## config.mk

```make
export PLATFORM = sky130hd
export DESIGN_NAME = mem_arbiter
export DESIGN_NICKNAME = d
export VERILOG_FILES = /design/src/rtl/mem_arbiter.sv
export SDC_FILE = /design/constraint.sdc
export NUM_CORES = 1
export LEC_CHECK = 0
export CORE_ASPECT_RATIO = 0.75
export CORE_MARGIN = 3
export CORE_UTILIZATION = 31
export CTS_BUF_LIST = sky130_fd_sc_hd__clkbuf_8
export CTS_CLUSTER_DIAMETER = 50
export DETAILED_ROUTE_END_ITERATION = 8
export PLACE_DENSITY = 0.59
export SLEW_MARGIN = 15
export SYNTH_ARGS = -nofsm -noshare
export SYNTH_HDL_FRONTEND = slang
export SYNTH_SLANG_ARGS = --single-unit
```

## constraint.sdc

```tcl
create_clock -name clk_i -period 2.85 [get_ports clk_i]
set_input_delay 0.7125 -clock clk_i [delete_from_list [all_inputs] [get_ports clk_i]]
set_output_delay 0.7125 -clock clk_i [all_outputs]
set_load 0.005 [all_outputs]
```

## src/rtl/mem_arbiter.sv

```systemverilog
// -----------------------------------------------------------------------------
// mem_arbiter
//
// Shares one single-port unified memory between instruction fetch (IF) and the
// MEM-stage load/store unit (DM). One access is in flight at a time; each is
// carried over a req/ack memory handshake with variable latency.
//
// DM normally wins arbitration. After STARVE_MAX consecutive DM grants taken
// while IF was waiting, IF is forced through. A BUSY phase that sees no
// mem_ack_i for TIMEOUT cycles is aborted: the requester still gets its ack,
// with zero read data and err_o raised in the same cycle.
//
// Ports:
//   clk_i, rst_i             clock, synchronous active-high reset
//   if_req_i, if_addr_i      IF read request (level) and address
//   if_rdata_o, if_ack_o     IF read data, valid with the one-cycle ack pulse
//   dm_req_i, dm_we_i        DM request (level), write enable (1 = store)
//   dm_addr_i, dm_wdata_i    DM address and store data
//   dm_rdata_o, dm_ack_o     DM load data, valid with the one-cycle ack pulse
//   mem_req_o, mem_we_o      memory request / write strobe
//   mem_addr_o, mem_wdata_o  memory address / write data
//   mem_rdata_i, mem_ack_i   memory read data, valid with mem_ack_i
//   err_o                    timeout pulse, coincident with the aborted ack
//   stall_o                  combinational pipeline stall
// -----------------------------------------------------------------------------
module mem_arbiter #(
  parameter int ADDR_W     = 32,
  parameter int DATA_W     = 32,
  parameter int STARVE_MAX = 4,
  parameter int TIMEOUT    = 64
) (
  input  logic              clk_i,
  input  logic              rst_i,
  input  logic              if_req_i,
  input  logic [ADDR_W-1:0] if_addr_i,
  output logic [DATA_W-1:0] if_rdata_o,
  output logic              if_ack_o,
  input  logic              dm_req_i,
  input  logic              dm_we_i,
  input  logic [ADDR_W-1:0] dm_addr_i,
  input  logic [DATA_W-1:0] dm_wdata_i,
  output logic [DATA_W-1:0] dm_rdata_o,
  output logic              dm_ack_o,
  output logic              mem_req_o,
  output logic              mem_we_o,
  output logic [ADDR_W-1:0] mem_addr_o,
  output logic [DATA_W-1:0] mem_wdata_o,
  input  logic [DATA_W-1:0] mem_rdata_i,
  input  logic              mem_ack_i,
  output logic              err_o,
  output logic              stall_o
);

  localparam int TO_W = $clog2(TIMEOUT) + 1;
  localparam logic [3:0]      STARVE_LIM = 4'(STARVE_MAX);
  localparam logic [TO_W-1:0] TO_LAST    = TO_W'(TIMEOUT - 1);

  typedef enum logic [1:0] {
    S_IDLE    = 2'd0,
    S_BUSY_IF = 2'd1,
    S_BUSY_DM = 2'd2,
    S_RESP    = 2'd3
  } state_t;

  state_t            state_q, state_d;
  logic [3:0]        starve_cnt_q, starve_cnt_d;
  logic [TO_W-1:0]   to_cnt_q, to_cnt_d;
  logic              mem_req_q, mem_req_d;
  logic              mem_we_q, mem_we_d;
  logic [ADDR_W-1:0] mem_addr_q, mem_addr_d;
  logic [DATA_W-1:0] mem_wdata_q, mem_wdata_d;
  logic [DATA_W-1:0] if_rdata_q, if_rdata_d;
  logic              if_ack_q, if_ack_d;
  logic [DATA_W-1:0] dm_rdata_q, dm_rdata_d;
  logic              dm_ack_q, dm_ack_d;
  logic              err_q, err_d;

  logic              if_forced;
  logic              done_ok;
  logic              done_to;
  logic [DATA_W-1:0] resp_data;

  always_comb begin
    state_d      = state_q;
    starve_cnt_d = starve_cnt_q;
    to_cnt_d     = to_cnt_q;
    mem_req_d    = mem_req_q;
    mem_we_d     = mem_we_q;
    mem_addr_d   = mem_addr_q;
    mem_wdata_d  = mem_wdata_q;
    if_rdata_d   = if_rdata_q;
    dm_rdata_d   = dm_rdata_q;
    // Ack and error are single-cycle pulses: they only live during RESP.
    if_ack_d     = 1'b0;
    dm_ack_d     = 1'b0;
    err_d        = 1'b0;

    if_forced = (starve_cnt_q == STARVE_LIM) && if_req_i;
    done_ok   = mem_ack_i;
    done_to   = !mem_ack_i && (to_cnt_q == TO_LAST);
    resp_data = done_ok ? mem_rdata_i : '0;

    case (state_q)
      S_IDLE: begin
        to_cnt_d = '0;
        if (dm_req_i && !if_forced) begin
          mem_req_d   = 1'b1;
          mem_we_d    = dm_we_i;
          mem_addr_d  = dm_addr_i;
          mem_wdata_d = dm_wdata_i;
          state_d     = S_BUSY_DM;
          // Count DM grants that made a waiting IF step aside; saturate.
          if (if_req_i) begin
            starve_cnt_d = (starve_cnt_q == STARVE_LIM) ? STARVE_LIM
                                                        : starve_cnt_q + 4'd1;
          end else begin
            starve_cnt_d = '0;
          end
        end else if (if_req_i) begin
          mem_req_d    = 1'b1;
          mem_we_d     = 1'b0;
          mem_addr_d   = if_addr_i;
          mem_wdata_d  = '0;
          state_d      = S_BUSY_IF;
          starve_cnt_d = '0;
        end
      end

      S_BUSY_IF, S_BUSY_DM: begin
        to_cnt_d = to_cnt_q + 1'b1;
        if (done_ok || done_to) begin
          mem_req_d = 1'b0;
          err_d     = done_to;
          state_d   = S_RESP;
          if (state_q == S_BUSY_IF) begin
            if_rdata_d = resp_data;
            if_ack_d   = 1'b1;
          end else begin
            // A store returns nothing, so the last load value is kept.
            if (!mem_we_q) begin
              dm_rdata_d = resp_data;
            end
            dm_ack_d = 1'b1;
          end
        end
      end

      S_RESP: begin
        state_d = S_IDLE;
      end

      default: begin
        state_d = S_IDLE;
      end
    endcase
  end

  always_ff @(posedge clk_i) begin
    if (rst_i) begin
      state_q      <= S_IDLE;
      starve_cnt_q <= '0;
      to_cnt_q     <= '0;
      mem_req_q    <= 1'b0;
      mem_we_q     <= 1'b0;
      mem_addr_q   <= '0;
      mem_wdata_q  <= '0;
      if_rdata_q   <= '0;
      if_ack_q     <= 1'b0;
      dm_rdata_q   <= '0;
      dm_ack_q     <= 1'b0;
      err_q        <= 1'b0;
    end else begin
      state_q      <= state_d;
      starve_cnt_q <= starve_cnt_d;
      to_cnt_q     <= to_cnt_d;
      mem_req_q    <= mem_req_d;
      mem_we_q     <= mem_we_d;
      mem_addr_q   <= mem_addr_d;
      mem_wdata_q  <= mem_wdata_d;
      if_rdata_q   <= if_rdata_d;
      if_ack_q     <= if_ack_d;
      dm_rdata_q   <= dm_rdata_d;
      dm_ack_q     <= dm_ack_d;
      err_q        <= err_d;
    end
  end

  assign mem_req_o   = mem_req_q;
  assign mem_we_o    = mem_we_q;
  assign mem_addr_o  = mem_addr_q;
  assign mem_wdata_o = mem_wdata_q;
  assign if_rdata_o  = if_rdata_q;
  assign if_ack_o    = if_ack_q;
  assign dm_rdata_o  = dm_rdata_q;
  assign dm_ack_o    = dm_ack_q;
  assign err_o       = err_q;

  // A requester stays stalled until the cycle its ack is visible.
  assign stall_o = (if_req_i & ~if_ack_q) | (dm_req_i & ~dm_ack_q);

endmodule

```

==> Word-level counts from Yosys, hierarchy flattened <==
Index checks and enable logic that the tools add are counted.
{ "classes": {"addsub": 2, "mul": 0, "n_div": 0, "order_cmp": 0, "n_eq_ne": 7, "shifts": 0, "mux": 22, "n_bitwise": 9, "reduce_logical": 16} }
{ "op_table": {"columns": ["operator", "count"], "rows": [
  ["two-way mux 32 bit", 5],
  ["two-way mux 4 bit", 4],
  ["case mux 7 bit (2 select lines)", 1],
  ["adder 7 x 1 -> 7 bit, second input constant", 1],
  ["equality test 7 x 6 -> 1 bit, second input constant", 1],
  ["two-way mux 1 bit", 7],
  ["two-way mux 2 bit", 3],
  ["NOT 1 bit", 6],
  ["case mux 2 bit (3 select lines)", 1],
  ["AND reduction 3 bit", 2],
  ["adder 4 x 1 -> 4 bit, second input constant", 1],
  ["equality test 2 bit, second input constant", 2],
  ["equality test 4 x 3 -> 1 bit, second input constant", 1],
  ["AND reduction 2 bit", 2],
  ["AND reduction 4 bit", 1],
  ["nonzero test 2 bit", 2],
  ["logical AND 1 bit", 3],
  ["!= test 3 bit, second input constant", 1],
  ["OR reduction 3 bit", 1],
  ["AND 1 bit", 2],
  ["equality test 2 x 1 -> 1 bit, second input constant", 1],
  ["zero test 1 bit", 2],
  ["zero test 2 bit", 1],
  ["!= test 2 bit, second input constant", 1],
  ["other kinds (4)", 4]
]} }
{ "totals": {"regBits": 146, "latch_bits": 0, "ramBits": 0, "mem_bits_ro": 0, "input_bits": 134, "word_cells": 68, "mem_count": 0} }

==> Logic depth before layout (Yosys ltp) <==
{ "depth": {"ltp_word": 6, "mapped_depth": 9, "depth_no_buf": 6} }

==> Worst setup path after synthesis <==
No wires, ideal clock.
{ "synth_timing": {"path_type": "input-to-output", "from": "in dm_req_i", "to": "out stall_o", "arrival_time_ns": 1.041, "required_time_ns": 2.138, "setup_slack_ns": 1.097, "path_stages": 3, "path_buffers": 1, "path_cell_list": "buf_2 inv_1 o22ai_1"} }
{ "synth_via": {"elab_chain_cells": 2} }
{ "synth_rtl": {"columns": ["item", "line_no", "rtl"], "rows": [
  ["from (decl)", "38", "input logic dm_req_i,"],
  ["AND 1 bit", "199", "assign stall_o = (if_req_i & ~if_ack_q) | (dm_req_i & ~dm_ack_q);"],
  ["OR 1 bit", "199", null],
  ["to (decl)", "51", "output logic stall_o"]
]} }
No other way between the ends.

==> Worst setup path after layout <==
{ "layout_timing": {"from": "in if_req_i", "to": "out stall_o"} }
{ "layout_via": {"elab_chain_cells": 2} }
{ "layout_rtl": {"columns": ["item", "line_no", "rtl"], "rows": [
  ["from (decl)", "34", "input logic if_req_i,"],
  ["AND 1 bit", "199", null],
  ["OR 1 bit", "199", null]
]} }
No other way between the ends.

==> flow_metrics.env <==
export IMPL_synth_ff_type="dfxtp_1"
export IMPL_dieArea_sq_um=21600
export IMPL_start_kind="primary input"
export IMPL_cts_root_buf="clkbuf_8"
export IMPL_path_class="primary input to output port"
export IMPL_worstReg2RegEnd="if_rdata_o[31]$_SDFFE_PP0P_"
export IMPL_overflow=0
export IMPL_areaGrowthSynthToFinish_pct=51.8
export IMPL_synthSimpleGateAreaFrac_pct=23.3
export IMPL_syn_area_sq_um=6140
export IMPL_path_clk_slew_ns=0.09
export IMPL_fmax_ghz=0.380
export IMPL_post_drt_wl_per_cell_um=17.1
export IMPL_crit_arrival_ns=1.92
export IMPL_ctsHoldBuffers=0
export IMPL_start_util_pct=32.4
export IMPL_status="finished clean"
export IMPL_slew_headroom_pct=67.1
export IMPL_register_area_sq_um=2920
export IMPL_hold_end="mem_wdata_o[26]$_SDFFE_PP0P_"
export IMPL_clk_latency_ns=0.44
export IMPL_p_seq_share_pct=36.5
export IMPL_synth_xor_area_share_pct=0.713
export IMPL_cts_tree="built"
export IMPL_syn_inst=728
export IMPL_grt_pass1_wl_um=32500
export IMPL_finClkSkew_ns=0.0145
export IMPL_p_int_uw=4480
export IMPL_ant_nets=0
export IMPL_fin_crit_ns=2.63
export IMPL_vias=6249
export IMPL_numClockSinks=146
export IMPL_synth_seq_cells=146
export IMPL_rsz0062_at_grt="no"
export IMPL_core_area_sq_um=18900
export IMPL_gp_congestion=0.804
export IMPL_ff2ff_path_depth=7
export IMPL_dp_hpwl_um=14300
export IMPL_synth_nets=869
export IMPL_hp_start="mem_wdata_o[26]$_SDFFE_PP0P_"
export IMPL_endpoint_kind="output port"
export IMPL_die_h_um=128
export IMPL_initialDrtViolationCount=475
export IMPL_rr_startpoint="state_q[1]$_SDFFE_PP0P_"
export IMPL_synth_compound_area_share_pct=19.4
export IMPL_tightest_slew_ns=0.494
export IMPL_worstPathRequired_ns=2.14
export IMPL_multi_input_area_sq_um=2780
export IMPL_min_path_type="register to register"
export IMPL_drive_above_1_share_pct=6.26
export IMPL_synthAdderAreaFrac_pct=1.43
export IMPL_utilization_pct=49.2
export IMPL_antenna_found_initial=0
export IMPL_cts_resized=0
export IMPL_mostFrequentLayoutCells="clkdlybuf4s50_1 (266), dfxtp_1 (146), nand2_1 (106), a21oi_1 (103), a311oi_1 (66)"
export IMPL_fin_crit_sh_pct=92.5
export IMPL_core_rowCount=43
export IMPL_p_clk_share_pct=21.1
export IMPL_clockBufferDepth=2
export IMPL_grt_pass1_vias=5766
export IMPL_hold_depth=2
export IMPL_path_max_fanout=2
export IMPL_cts_setup_buffers=0
export IMPL_num_io_pins=268
export IMPL_vias_per_cell=5.12
export IMPL_first_pass_iters=5
export IMPL_leakagePower_uw=0.00308
export IMPL_setup_viol=0
export IMPL_vdd_drop_max_mv=0.352
export IMPL_antenna_cells=0
export IMPL_netlist_cell_type_count=41
export IMPL_maxCapViolCount=0
export IMPL_avgSynthCellArea_sq_um=8.44
export IMPL_synth_edf_count=0
export IMPL_nets=1102
export IMPL_synth_warnings=0
export IMPL_cts_made_buffers=17
export IMPL_power_density_nw_per_um2=768
export IMPL_die_x_um=169
export IMPL_cts_htree_levels=4
export IMPL_wl_um=20900
export IMPL_switching_share_pct=37.4
export IMPL_hold_viol=0
export IMPL_synth_mux_area_share_pct=0.163
export IMPL_pwr_share_comb_pct=42.4
export IMPL_synth_top_family_by_area="simple AND/OR/NAND/NOR gates"
export IMPL_grt_max_degree=66
export IMPL_rrSetupSlack_ns=0.64
export IMPL_final_common_cell="clkdlybuf4s50_1"
export IMPL_maxSlewViolCount=0
export IMPL_io_buffers=267
export IMPL_drc_errors=0
export IMPL_finalSetupTns_ns=0
export IMPL_async_reset_ff_share_pct=0
export IMPL_p_sw_uw=2680
export IMPL_track_usage_pct=18.6
export IMPL_nFillCells=1841
export IMPL_synth_seq_area_share_pct=47.6
metal layers:
layer	track usage, %	wire, um	up-vias
met1	26.8	9940	2881
met5	0	0	-
met3	5.33	1660	18
met2	27.4	8980	235
met4	4.86	294	0
li1	-	-	3115
stage by stage:
step | total power (uW) | hold slack (ns) | setup WS, ns | std cells | cell area, sq um
finish | 7160 | 0.455 | 0.215 | 1221 | 9320
global route | 7640 | 0.468 | 0.143 | 1221 | 9320
CTS | 7250 | 0.457 | 0.202 | 1221 | 9320
detailed placement | 5710 | 0.444 | 0.198 | 1189 | 8960
global placement | 5700 | 0.438 | 0.221 | 1189 | 8960
floorplan | 4340 | 0.448 | 1.10 | 728 | 6140
registers in the layout (all words and copies together) (netlist names):
signal        flops
dm_rdata_o       32
state_q           2
err_o             1
mem_wdata_o      32
mem_we_o          1
if_rdata_o       32
to_cnt_q          7
mem_addr_o       32
mem_req_o         1
if_ack_o          1
dm_ack_o          1
starve_cnt_q      4
area by class of cell:
type | count | share of cell area, %
multi-input combinational | 499 | 29.8
timing repair buffer | 290 | 31.4
tap | 247 | 3.32
clock inverter | 15 | 1.30
sequential | 146 | 31.4
inverter | 7 | 0.282
clock buffer | 17 | 2.51
critical path, cell delays in order:
cell and delay (ns):
clkdlybuf4s50_1 0.48, inv_1 0.06, o22ai_1 0.16, clkdlybuf4s50_1 0.52
power groups by stage:
stage / Clock (uW) / Combinational [uW] / Sequential, uW
6_report: 1510 / 3030 / 2610
5_1_grt: 1650 / 3330 / 2660
4_1_cts: 1570 / 3060 / 2620
3_5_place_dp: 0 / 3050 / 2660
3_3_place_gp: 0 / 3040 / 2660
2_1_floorplan: 0 / 1670 / 2670
worst max-delay path by stage:
stage / start / end / slack [ns] / cells past startpoint
final: if_req_i / stall_o / 0.22 / 4
after floorplan: dm_req_i / stall_o / 1.10 / 3
after CTS: if_req_i / stall_o / 0.20 / 4
after global placement: if_req_i / stall_o / 0.22 / 4
after global routing: if_req_i / stall_o / 0.14 / 4
after detailed placement: if_req_i / mem_addr_o[5]$_SDFFE_PP0P_ / 0.20 / 7
Yosys cell counts, types with 5 or more instances:
| master | instances | area [sq um] |
|---|---|---|
| dfxtp_1 | 146 | 2920 |
| nand2_1 | 106 | 398 |
| a21oi_1 | 103 | 515 |
| a311oi_1 | 66 | 578 |
| nor3_1 | 65 | 325 |
| nor2_1 | 43 | 161 |
| nand3_1 | 37 | 185 |
| nor4_1 | 33 | 206 |
| clkbuf_1 | 31 | 116 |
| buf_2 | 27 | 135 |
| buf_6 | 12 | 135 |
| ha_1 | 7 | 87.6 |
| inv_1 | 7 | 26.3 |
| buf_4 | 5 | 37.5 |
kinds of logic after synthesis:
group / after synthesis
DFF: 146
AOI/OAI and AO/OA: 182
adders and majority gates: 7
xor gates and xnor gates: 5
muxes: 1
buffers and inverters: 83
and+or+nand+nor: 304
Note: power is estimated with default switching activity, not from simulation.
